--- config.mk ---
export PLATFORM = sky130hd
export DESIGN_NAME = op_req_sequencer
export DESIGN_NICKNAME = d
export VERILOG_FILES = /design/src/rtl/op_req_sequencer.sv
export SDC_FILE = /design/constraint.sdc
export NUM_CORES = 1
export LEC_CHECK = 0
export CORE_ASPECT_RATIO = 1.5
export CORE_MARGIN = 4
export CORE_UTILIZATION = 55
export DETAILED_ROUTE_END_ITERATION = 8
export GPL_TIMING_DRIVEN = 0
export PLACE_DENSITY = 0.85
export SYNTH_ARGS = -nofsm -noshare
export SYNTH_HDL_FRONTEND = slang
export SYNTH_SLANG_ARGS = --single-unit
--- constraint.sdc ---
create_clock -name clk_i -period 3.65 [get_ports clk_i]
set_input_delay 0.365 -clock clk_i [delete_from_list [all_inputs] [get_ports clk_i]]
set_output_delay 0.365 -clock clk_i [all_outputs]
set_load 0.02 [all_outputs]
--- src/rtl/op_req_sequencer.sv ---
`default_nettype none
// ============================================================================
//  Module      : op_req_sequencer
//  Description : Per-lane operand-read sequencer. Accepts one operand request
//                per handshake and emits an independent VRF word-read stream
//                (bank, row, last) for each enabled operand queue.
//  Revision    : 1.0 - initial release
// ============================================================================
module op_req_sequencer #(
    parameter int NrQueue  = 3,
    parameter int NrLane   = 2,
    parameter int NrBank   = 8,
    parameter int WordB    = 8,
    parameter int VLEN     = 1024,
    parameter int RegWords = VLEN / NrLane / (WordB * 8),
    parameter int AddrW    = $clog2(32 * RegWords),
    parameter int VLW      = $clog2(VLEN + 1) + 3,
    localparam int BankW   = $clog2(NrBank),
    localparam int RowW    = AddrW - BankW
) (
    input  logic                       clk_i,
    input  logic                       rst_i,
    input  logic                       req_valid_i,
    output logic                       req_ready_o,
    input  logic [NrQueue-1:0]         req_queue_i,
    input  logic [NrQueue*5-1:0]       req_vreg_i,
    input  logic [VLW-1:0]             req_vlB_i,
    input  logic                       flush_i,
    output logic [NrQueue-1:0]         rd_valid_o,
    input  logic [NrQueue-1:0]         rd_ready_i,
    output logic [NrQueue*BankW-1:0]   rd_bank_o,
    output logic [NrQueue*RowW-1:0]    rd_row_o,
    output logic [NrQueue-1:0]         rd_last_o,
    output logic                       busy_o,
    output logic                       done_o
);

    // Bytes covered by one word across all lanes; always a power of two.
    localparam int BeatB     = NrLane * WordB;
    localparam int BeatShift = $clog2(BeatB);

    typedef enum logic [1:0] {
        ST_IDLE  = 2'd0,
        ST_ISSUE = 2'd1,
        ST_DONE  = 2'd2
    } state_e;

    state_e               state_q, state_d;
    logic [NrQueue-1:0]   mask_q, mask_d;
    logic [NrQueue-1:0]   fin_q, fin_d;
    logic [VLW-1:0]       nwords_q, nwords_d;
    logic [4:0]           vreg_q [NrQueue];
    logic [4:0]           vreg_d [NrQueue];
    logic [VLW-1:0]       idx_q  [NrQueue];
    logic [VLW-1:0]       idx_d  [NrQueue];

    logic [NrQueue-1:0]   live_w;
    logic [NrQueue-1:0]   last_w;
    logic [NrQueue-1:0]   fire_w;
    logic [VLW:0]         req_round_w;
    logic [VLW-1:0]       req_nwords_w;
    logic                 all_done_w;

    // Word count is a ceiling division by a power of two.
    assign req_round_w  = {1'b0, req_vlB_i} + (VLW+1)'(BeatB - 1);
    assign req_nwords_w = VLW'(req_round_w >> BeatShift);

    generate
        for (genvar q = 0; q < NrQueue; q++) begin : g_queue
            logic [AddrW-1:0] base_w;
            logic [AddrW-1:0] addr_w;

            // Address arithmetic wraps modulo the lane VRF size, so an LMUL
            // group starting at a high register folds back onto v0.
            assign base_w = AddrW'(vreg_q[q]) * AddrW'(RegWords);
            assign addr_w = base_w + AddrW'(idx_q[q]);

            // Banks are staggered by register number to spread conflicts.
            assign rd_bank_o[q*BankW +: BankW] = addr_w[BankW-1:0] + BankW'(vreg_q[q]);
            assign rd_row_o[q*RowW +: RowW]    = addr_w[AddrW-1:BankW];

            assign last_w[q]     = (idx_q[q] == nwords_q - VLW'(1));
            assign live_w[q]     = (state_q == ST_ISSUE) && mask_q[q] && !fin_q[q];
            assign rd_valid_o[q] = live_w[q] && !flush_i;
            assign rd_last_o[q]  = live_w[q] && last_w[q];
            assign fire_w[q]     = rd_valid_o[q] && rd_ready_i[q];
        end
    endgenerate

    // Next-state and control outputs: accept, per-queue advance, completion.
    always_comb begin
        state_d     = state_q;
        mask_d      = mask_q;
        fin_d       = fin_q;
        nwords_d    = nwords_q;
        vreg_d      = vreg_q;
        idx_d       = idx_q;
        req_ready_o = 1'b0;
        busy_o      = 1'b0;
        done_o      = 1'b0;
        all_done_w  = 1'b1;

        case (state_q)
            ST_IDLE: begin
                req_ready_o = !flush_i;
                if (req_valid_i && !flush_i) begin
                    mask_d   = req_queue_i;
                    nwords_d = req_nwords_w;
                    fin_d    = '0;
                    for (int q = 0; q < NrQueue; q++) begin
                        vreg_d[q] = req_vreg_i[5*q +: 5];
                        idx_d[q]  = '0;
                    end
                    if ((req_nwords_w == '0) || (req_queue_i == '0)) begin
                        state_d = ST_DONE;
                    end else begin
                        state_d = ST_ISSUE;
                    end
                end
            end

            ST_ISSUE: begin
                busy_o = 1'b1;
                for (int q = 0; q < NrQueue; q++) begin
                    if (fire_w[q]) begin
                        // The index stays on the final word once finished.
                        if (last_w[q]) begin
                            fin_d[q] = 1'b1;
                        end else begin
                            idx_d[q] = idx_q[q] + VLW'(1);
                        end
                    end
                    if (mask_q[q] && !fin_d[q]) begin
                        all_done_w = 1'b0;
                    end
                end
                if (all_done_w) begin
                    state_d = ST_DONE;
                end
            end

            ST_DONE: begin
                done_o  = 1'b1;
                state_d = ST_IDLE;
            end

            default: begin
                state_d = ST_IDLE;
            end
        endcase

        // Flush abandons whatever is in flight; handshakes were already gated.
        if (flush_i) begin
            state_d = ST_IDLE;
        end
    end

    // State and datapath registers with synchronous reset.
    always_ff @(posedge clk_i) begin
        if (rst_i) begin
            state_q  <= ST_IDLE;
            mask_q   <= '0;
            fin_q    <= '0;
            nwords_q <= '0;
            for (int q = 0; q < NrQueue; q++) begin
                vreg_q[q] <= '0;
                idx_q[q]  <= '0;
            end
        end else begin
            state_q  <= state_d;
            mask_q   <= mask_d;
            fin_q    <= fin_d;
            nwords_q <= nwords_d;
            for (int q = 0; q < NrQueue; q++) begin
                vreg_q[q] <= vreg_d[q];
                idx_q[q]  <= idx_d[q];
            end
        end
    end

endmodule
`default_nettype wire

; After elaboration in Yosys (flattened, before gate mapping)
; Index checks and enable logic that the tools add are counted.
[word_totals]
reg_bits = 76
out_inout_bits = 33
[op_classes]
add_sub_neg = 11
n_eq_ne = 13
mux = 30
reduce_logical = 38
[op_table]
columns = op, count
row1 = $mux 14, 6
row2 = $pmux 42 s2, 1
row3 = $add 14x1->14 const B, 3
row4 = $eq 14x14->1, 3
row5 = $mux 42, 1
row6 = $add 8x8->8, 3
row7 = $logic_and 1x1->1, 19
row8 = $mux 1, 16
row9 = $add 14x4->15 const B, 1
row10 = $logic_not 14->1, 1
row11 = $ne 2x2->1 const B, 7
row12 = $reduce_and 4->1, 3
row13 = $sub 11x1->12 const B, 1
row14 = $add 3x3->3, 3
row15 = $logic_not 1->1, 7
row16 = $mux 2, 3
row17 = $pmux 3 s2, 1
row18 = $reduce_and 2->1, 3
row19 = $pmux 2 s2, 1
row20 = $logic_not 3->1, 1
row21 = $mux 3, 1
row22 = $eq 2x1->1 const B, 1
row23 = $eq 2x2->1 const B, 1
row24 = $logic_not 2->1, 1
row25 = 4 further kinds, 4

; Longest topological paths before layout
; Gate-level depths: netlist of the first run.
[logic_depth]
depth_word = 15
mapped_depth = 13
ltp_nobuf = 9

; Worst setup path before layout of the first run
; No wires, ideal clock.
[synth_path]
path_kind = flip-flop to output port
start = register nwords_q[0]
end = output port rd_last_o[1]
arrival_ns = 2.608
setup_slack_ns = 0.677
stages_incl_launch_ff = 10
path_buffers = 2
path_cell_list = dfxtp_1 -> buf_4 -> or4_4 -> buf_6 -> o21ai_0 -> a21oi_1 -> or4_1 -> nor4_1 -> o2111ai_1 -> nor2_1
[synth_between]
elab_chain_cells = 3
[synth_lines]
columns = item, line_no
row1 = from (decl), 51  ; logic [VLW-1:0] nwords_q, nwords_d;
row2 = from (signal assigned), 173  ; nwords_q <= nwords_d;
row3 = $sub 11x1->12, 82  ; assign last_w[q] = (idx_q[q] == nwords_q - VLW'(1));
row4 = $eq 14x14->1, 82
row5 = $logic_and 1x1->1, 85  ; assign rd_last_o[q] = live_w[q] && last_w[q];
row6 = to (decl), 33  ; output logic [NrQueue-1:0] rd_last_o,
; Every way passes these cells.

; Worst setup path after layout of the first run
[layout_path]
start = register nwords_q[1]
end = output port rd_last_o[0]
; Same word-level chain as after synthesis.

==> results of run 1 <==
## layout make-up
cell class	instances	area, µm²
plain buffers	50	275
clock buffers	12	246
clock inverters	4	48.8
fillers	839	3010
inverters	39	146
multi-input cells	501	3580
flip-flops and latches	76	1520
well taps	115	144
repair buffers	72	717
## cell usage after synthesis, types with 5 or more instances
cell type	instances
a211oi_1	10
and3_1	14
nor2_1	34
buf_2	6
ha_1	19
nand2_1	76
dfxtp_1	76
o31ai_1	14
nand3_1	22
inv_1	39
or4_1	17
clkbuf_1	22
buf_4	17
or3_1	23
xnor3_1	13
nor4_1	10
buf_1	5
xnor2_1	30
nand4_1	14
xor2_1	17
a21oi_1	63
o21ai_0	20
o211ai_1	10
fa_1	6
a21o_1	7
nor3_1	7
nand2b_1	7
## metal layers
| metal | track usage | routed length [µm] | vias up |
|---|---|---|---|
| met5 | 0 | 0 | - |
| met4 | 0.151 | 682 | 0 |
| met3 | 0.0455 | 965 | 47 |
| met2 | 0.481 | 8090 | 205 |
| met1 | 0.339 | 6290 | 2585 |
| li1 | - | - | 2571 |
## how the worst max path moves through the flow
stage,to,slack [ns]
floorplan,rd_last_o[1],0.68
global route,idx_q[29]$_SDFFE_PP0P_,0.001
global placement,rd_last_o[1],-0.28
detailed placement,rd_last_o[1],-0.23
finish,rd_last_o[0],0.15
CTS,rd_last_o[1],0.02
## report_power, final
part	internal, mW	switching (mW)
logic	0.216	0.262
registers	0.847	0.0169
clock network	0.547	0.357
## state kept, by name, indices dropped and copies added, names as in the netlist
| signal | flops |
|---|---|
| mask_q | 3 |
| idx_q | 42 |
| state_q | 2 |
| vreg_q | 15 |
| fin_q | 3 |
| nwords_q | 11 |
## layout by cell type, fill, tap and decap left out, types with 21 or more instances in the layout
cell	netlist	layout
dfxtp_1	76	76
or3_1	23	23
xnor2_1	30	30
nand3_1	22	22
clkdlybuf4s50_1	0	68
clkbuf_1	22	21
nor2_1	34	34
a21oi_1	63	63
nand2_1	76	76
inv_1	39	39
## repair_timing
action,in CTS,in global routing
gates cloned,0,0
pin swaps,1,1
resized for setup,14,4
endpoints found under the setup margin,3,1
setup buffers,1,0
## per-stage QoR
| stage | area (µm²) | worst slack, ns | TNS [ns] | hold slack [ns] |
|---|---|---|---|---|
| 4_1_cts | 6660 | 0.0224 | 0 | 0.465 |
| 6_report | 6680 | 0.147 | 0 | 0.462 |
| 3_5_place_dp | 6320 | -0.235 | -0.235 | 0.457 |
| 5_1_grt | 6680 | 0.00133 | 0 | 0.482 |
| 2_1_floorplan | 5470 | 0.677 | 0 | 0.440 |
| 3_3_place_gp | 6320 | -0.277 | -0.277 | 0.451 |
## kinds of logic after synthesis
group	count (synthesis)
and+or+nand+nor	254
AOI/OAI and AO/OA	157
buffers and inverters	91
DFF	76
xor gates and xnor gates	61
adders and majority gates	25
muxes	4
## worst min-delay path, delay by kind of cell, from the launching register on
family | cells | cell delay (ns)
AND/OR/NAND/NOR | 1 | 0.05
AO/OA/AOI/OAI | 1 | 0.05
flip-flops | 1 | 0.31
==> out/qor.txt, run 1 <==
Area leader, netlist -> dfxtp_1
Post-synth EDFFs -> 0
Flops & latches, synth -> 76
Drt total wl -> 16,000 µm
Hold_sp -> vreg_q[13]$_SDFFE_PP0P_
Maximum achievable frequency -> 285 MHz
Cells after DPL -> 854
Number of global-route vias before repair -> 5,253
Seq/Total Area, Yosys -> 0.278
Synthesized area -> 0.00547 mm²
Unique cell type count in the Yosys netlist -> 63
Final Setup Violations -> 0
ANT nets after route -> 0
Tot Pwr -> 2.25 mW
Top-area cell type share of the netlist area -> 0.278
FF-to-FF Start -> nwords_q[1]$_SDFFE_PP0P_
Total global routing overflow -> 0
Hold WC Path Type -> reg2reg
Crit-path slowest cell -> dfxtp_1
Synth warn -> 0
Post-route insts no fill -> 869
Max stage delay on crit path -> 0.47 ns
Worst Tran Pin Value -> 0.776 ns
Final hold violation count -> 0
Crit Path Max Fanout -> 8
CTS tree -> built
Number of buffers created by CTS -> 9
Core Box Area -> 0.00969 mm²
CP Data Arrival Time -> 3.14 ns
DIE AREA -> 0.0116 mm²
RSZ-0062 raised after global routing -> false
Largest net degree at the start of global routing -> 13
Crit Path Category -> reg2out
Util after Layout -> 0.689
CTS clk-pin slew, worst paths -> 0.06 ns
R2R Path End -> idx_q[29]$_SDFFE_PP0P_
Wire length of the first global-routing pass -> 25,400 µm
CP Launch Type -> flop
Relative max-transition margin -> 0.481
Maxcap violations -> 0
Fin. max-slew vios -> 0
Top cell family by delay on the critical path -> simple AND/OR/NAND/NOR gates
Worst Skew -> 0.00520 ns
R2r setup slk -> 0.20 ns
Crit path cell chain -> inv_1, ha_1, or3b_4, mux2i_1, a2111oi_1, nand4_1, or3_1, nor2_1, dlygate4sd2_1
Worst-Skew Late Latency -> 0.35 ns
Vias per std cell -> 6.22
Antenna diodes -> 0
Length in cells of the worst reg-to-reg path -> 11
Die H -> 130 µm
Avg Inst Size Synth -> 8.19 µm²
Drt drc -> 0
Initial DRC Count -> 413
Nets -> 813
Leakage power -> 2.64 nW
CTS root buffer -> clkbuf_16
Hold Buf Count CTS -> 0
I/O pins -> 72
Layout cells sized above 1 -> 0.0862
Area share of and/or/nand/nor cells after synthesis -> 0.253
Port bufs -> 71
Die width -> 89.4 µm
Clk sinks -> 76
Main combinational cell family by area after synthesis -> simple AND/OR/NAND/NOR gates
Compound-cell area share of the yosys netlist -> 0.184
Power Density -> 337 mW/mm²
Hold path cells -> 2
Crit path time final -> 3.50 ns
Asr flop ratio synth -> 0
Placer Congestion -> 0.973
Cells after Synth -> 668
CP bufs+invs -> 2
Cell Rows -> 44
Area Growth Syn to Fin -> 22.1%
GRT Total Usage -> 0.284
Syn Nets -> 732
Drt pass-1 iters -> 6
Maximum vdd drop -> 0.272 mV
Req. time, crit path -> 3.28 ns
Vias -> 5,408
Top FF cell, synth -> dfxtp_1
CP Depth -> 9
Status -> completed
Synth area leaders -> dfxtp_1 28%, a21oi_1 5.8%, xnor3_1 5.4%
CTS H-tree lvls -> 3
WHS Endpoint -> vreg_q[13]$_SDFFE_PP0P_
Initial antenna violation count -> 0
CP endpoint kind -> output port
Initial Utilization -> 0.564
WL/cell -> 18.5 µm
Multiplexer share of the synthesized area -> 0.00755
Post-Synth Adder-Cell Area -> 0.0654
DP HPWL -> 12,200 µm
Clock buffer depth -> 2
Synth Area in XOR/XNOR -> 0.133
Tcrit/Tclk final -> 0.960
Worst Setup SP -> nwords_q[1]$_SDFFE_PP0P_
Note: power is estimated with default switching activity, not from simulation.
==> run 2, diff against run 1 <==
- CTS_CLUSTER_SIZE: not set -> 30
- SLEW_MARGIN: not set -> 25
==> results of run 2 <==
No change in the layout: final DEF, timing and power equal those of run 1.
==> run 3, diff against run 2 <==
- clock period: 3.65 -> 4.2 ns (I/O delays scaled with it)
==> run 3 against run 2 <==
Non-clock buffer count stayed put. Utilization fell by 0.36 points. Sequential power shrank 13%. Clock skew decreased by 0.00052 ns. Via count fell by 0.52%. Die area unchanged. Critical path depth is the same. Critical endpoint is now rd_last_o[1]. First-iteration DRC count is 7.3% lower. Clock power decreased by 13%.
==> out/qor.txt, run 3 (synthesis gave the netlist of run 1 again) <==
Area Growth Syn to Fin -> 21.5%
Clk sinks -> 76 (unchanged)
Switch Pwr -> 0.547 mW (-14%)
Initial DRC Count -> 383 (-7.3%)
Wire length of the first global-routing pass -> 25,300 µm (-0.30%)
Total global routing overflow -> 0 (unchanged)
Relative max-transition margin -> 0.323 (-0.158)
Final Setup Violations -> 0 (unchanged)
Worst Skew -> 0.00468 ns (-0.000518 ns)
Leakage power -> 2.62 nW (-0.84%)
CP endpoint kind -> output port
DIE AREA -> 0.0116 mm² (unchanged)
Crit Path Category -> reg2out
Antenna diodes -> 0 (unchanged)
Top Registers -> idx_q (42), vreg_q (15), nwords_q (11)
Initial antenna violation count -> 0 (unchanged)
Nets -> 813 (unchanged)
Req. time, crit path -> 3.78 ns (+0.50 ns)
FF-to-FF Start -> nwords_q[0]$_SDFFE_PP0P_
Maximum vdd drop -> 0.236 mV (-13%)
Hold Buf Count CTS -> 0 (unchanged)
GRT Total Usage -> 0.283 (-0.000898)
Crit path time final -> 4.10 ns
Crit Path Max Fanout -> 10 (+2)
Gate power share -> 0.211 (-0.002)
CTS clk-pin slew, worst paths -> 0.06 ns (about the same)
CTS H-tree lvls -> 3 (unchanged)
Vias per std cell -> 6.19 (-0.52%)
Cell Rows -> 44 (unchanged)
Clock Power Share -> 0.404 (about the same)
Drt pass-1 iters -> 6 (unchanged)
Max reg flops -> 42 (unchanged)
DP HPWL -> 12,200 µm (unchanged)
CP Data Arrival Time -> 3.68 ns (+0.54 ns)
Hold path cells -> 2 (unchanged)
Largest Register -> idx_q
Layout cells sized above 1 -> 0.0769 (-0.00928)
Clock buffer depth -> 2 (unchanged)
Initial Utilization -> 0.564 (unchanged)
Power Density -> 292 mW/mm² (-13%)
Number of global-route vias before repair -> 5,238 (-0.29%)
Hold_sp -> vreg_q[13]$_SDFFE_PP0P_
Sequential Area -> 0.00152 mm² (unchanged)
I/O pins -> 72 (unchanged)
WL/cell -> 18.4 µm (-0.44%)
Drt total wl -> 16,000 µm (-0.44%)
Fin. max-slew vios -> 0 (unchanged)
RSZ-0062 raised after global routing -> false
Cells after DPL -> 854 (unchanged)
Die H -> 130 µm (unchanged)
Sequential share of power -> 0.385 (about the same)
Status -> completed
Die width -> 89.4 µm (unchanged)
Core Box Area -> 0.00969 mm² (unchanged)
ANT nets after route -> 0 (unchanged)
Int Pwr -> 1.39 mW (-13%)
CTS tree -> built
Worst-Skew Late Latency -> 0.34 ns (about the same)
Largest net degree at the start of global routing -> 13 (unchanged)
Final hold violation count -> 0 (unchanged)
Number of buffers created by CTS -> 9 (unchanged)
Worst Tran Pin Value -> 1.01 ns (+0.238 ns)
Post-route insts no fill -> 869 (unchanged)
Switching Share -> 0.282 (-0.00142)
CP Launch Type -> flop
Fillers -> 844 (+0.60%)
Vias -> 5,380 (-0.52%)
Length in cells of the worst reg-to-reg path -> 12 (+1)
Tcrit/Tclk final -> 0.977
Most frequent cells in the layout -> 76 x nand2_1, 76 x dfxtp_1, 71 x clkdlybuf4s50_1, 63 x a21oi_1, 39 x inv_1
Worst Setup SP -> nwords_q[8]$_SDFFE_PP0P_
Maxcap violations -> 0 (unchanged)
Final setup TNS -> 0 ns (unchanged)
Drt drc -> 0 (unchanged)
Maximum achievable frequency -> 244 MHz
Port bufs -> 71 (unchanged)
Hold WC Path Type -> reg2reg
Placer Congestion -> 0.973 (unchanged)
Area of the multi-input gates -> 0.00355 mm² (-0.91%)
CTS root buffer -> clkbuf_16
## run 3: cell count changes in the layout (fill, tap and decap cells not counted), sizes merged
cell | previous run | this run
clkdlybuf4s50 | 68 | 71
dlygate4sd2 | 2 | 0
clkbuf | 32 | 33
buf | 31 | 30
clkdlybuf4s15 | 1 | 0
## run 3: through the flow
step	total power [mW]	setup slack [ns]	utilization	hold WS, ns	cell area, µm²
global route	2.01	0.0124	0.686	0.482	6640
global placement	1.15	0.218	0.653	0.451	6320
finish	1.94	0.0980	0.686	0.463	6640
floorplan	1.02	1.17	-	0.440	5470
detailed placement	1.16	0.260	0.653	0.457	6320
CTS	1.94	0.0800	0.684	0.465	6630
## run 3: area by class of cell
class / count / area share
Inverter: 39 / 0.0220
Clock inverter: 4 / 0.00735
Tap cell: 115 / 0.0217
Clock buffer: 12 / 0.0371
Sequential cell: 76 / 0.229
Multi-Input combinational cell: 501 / 0.534
Timing Repair Buffer: 71 / 0.107
Buffer: 51 / 0.0420
## run 3: power groups by stage
stage	registers (mW)	logic, mW	clock network [mW]
CTS	0.747	0.402	0.792
global placement	0.763	0.391	0
finish	0.748	0.410	0.784
global route	0.749	0.441	0.822
detailed placement	0.763	0.397	0
floorplan	0.760	0.264	0
## run 3: what timing repair did
action                     CTS  global route
setup endpoints to repair    1             2
buffers inserted             0             0
gates resized for setup      2             5
## run 3: critical path: stages (launching register included)
cell,delay [ns]
dfxtp_1,0.29
clkbuf_1,0.31
nor4_2,0.54
nand3_1,0.21
a21o_1,0.19
or4_1,0.52
nor4_1,0.36
o2111ai_1,0.16
nor2_1,0.14
clkdlybuf4s50_1,0.62
## run 3: path summary, 6_finish.rpt
path | to | slack [ns]
min | vreg_q[13]$_SDFFE_PP0P_ | 0.46
max | rd_last_o[1] | 0.1
max reg2reg | idx_q[1]$_SDFFE_PP0P_ | 0.58
min reg2reg | vreg_q[13]$_SDFFE_PP0P_ | 0.46
## run 3: routing by layer
metal	global-route usage	routed length, µm
met1	0.338	6370
met2	0.486	8070
met3	0.0455	882
met4	0.138	640
met5	0	0
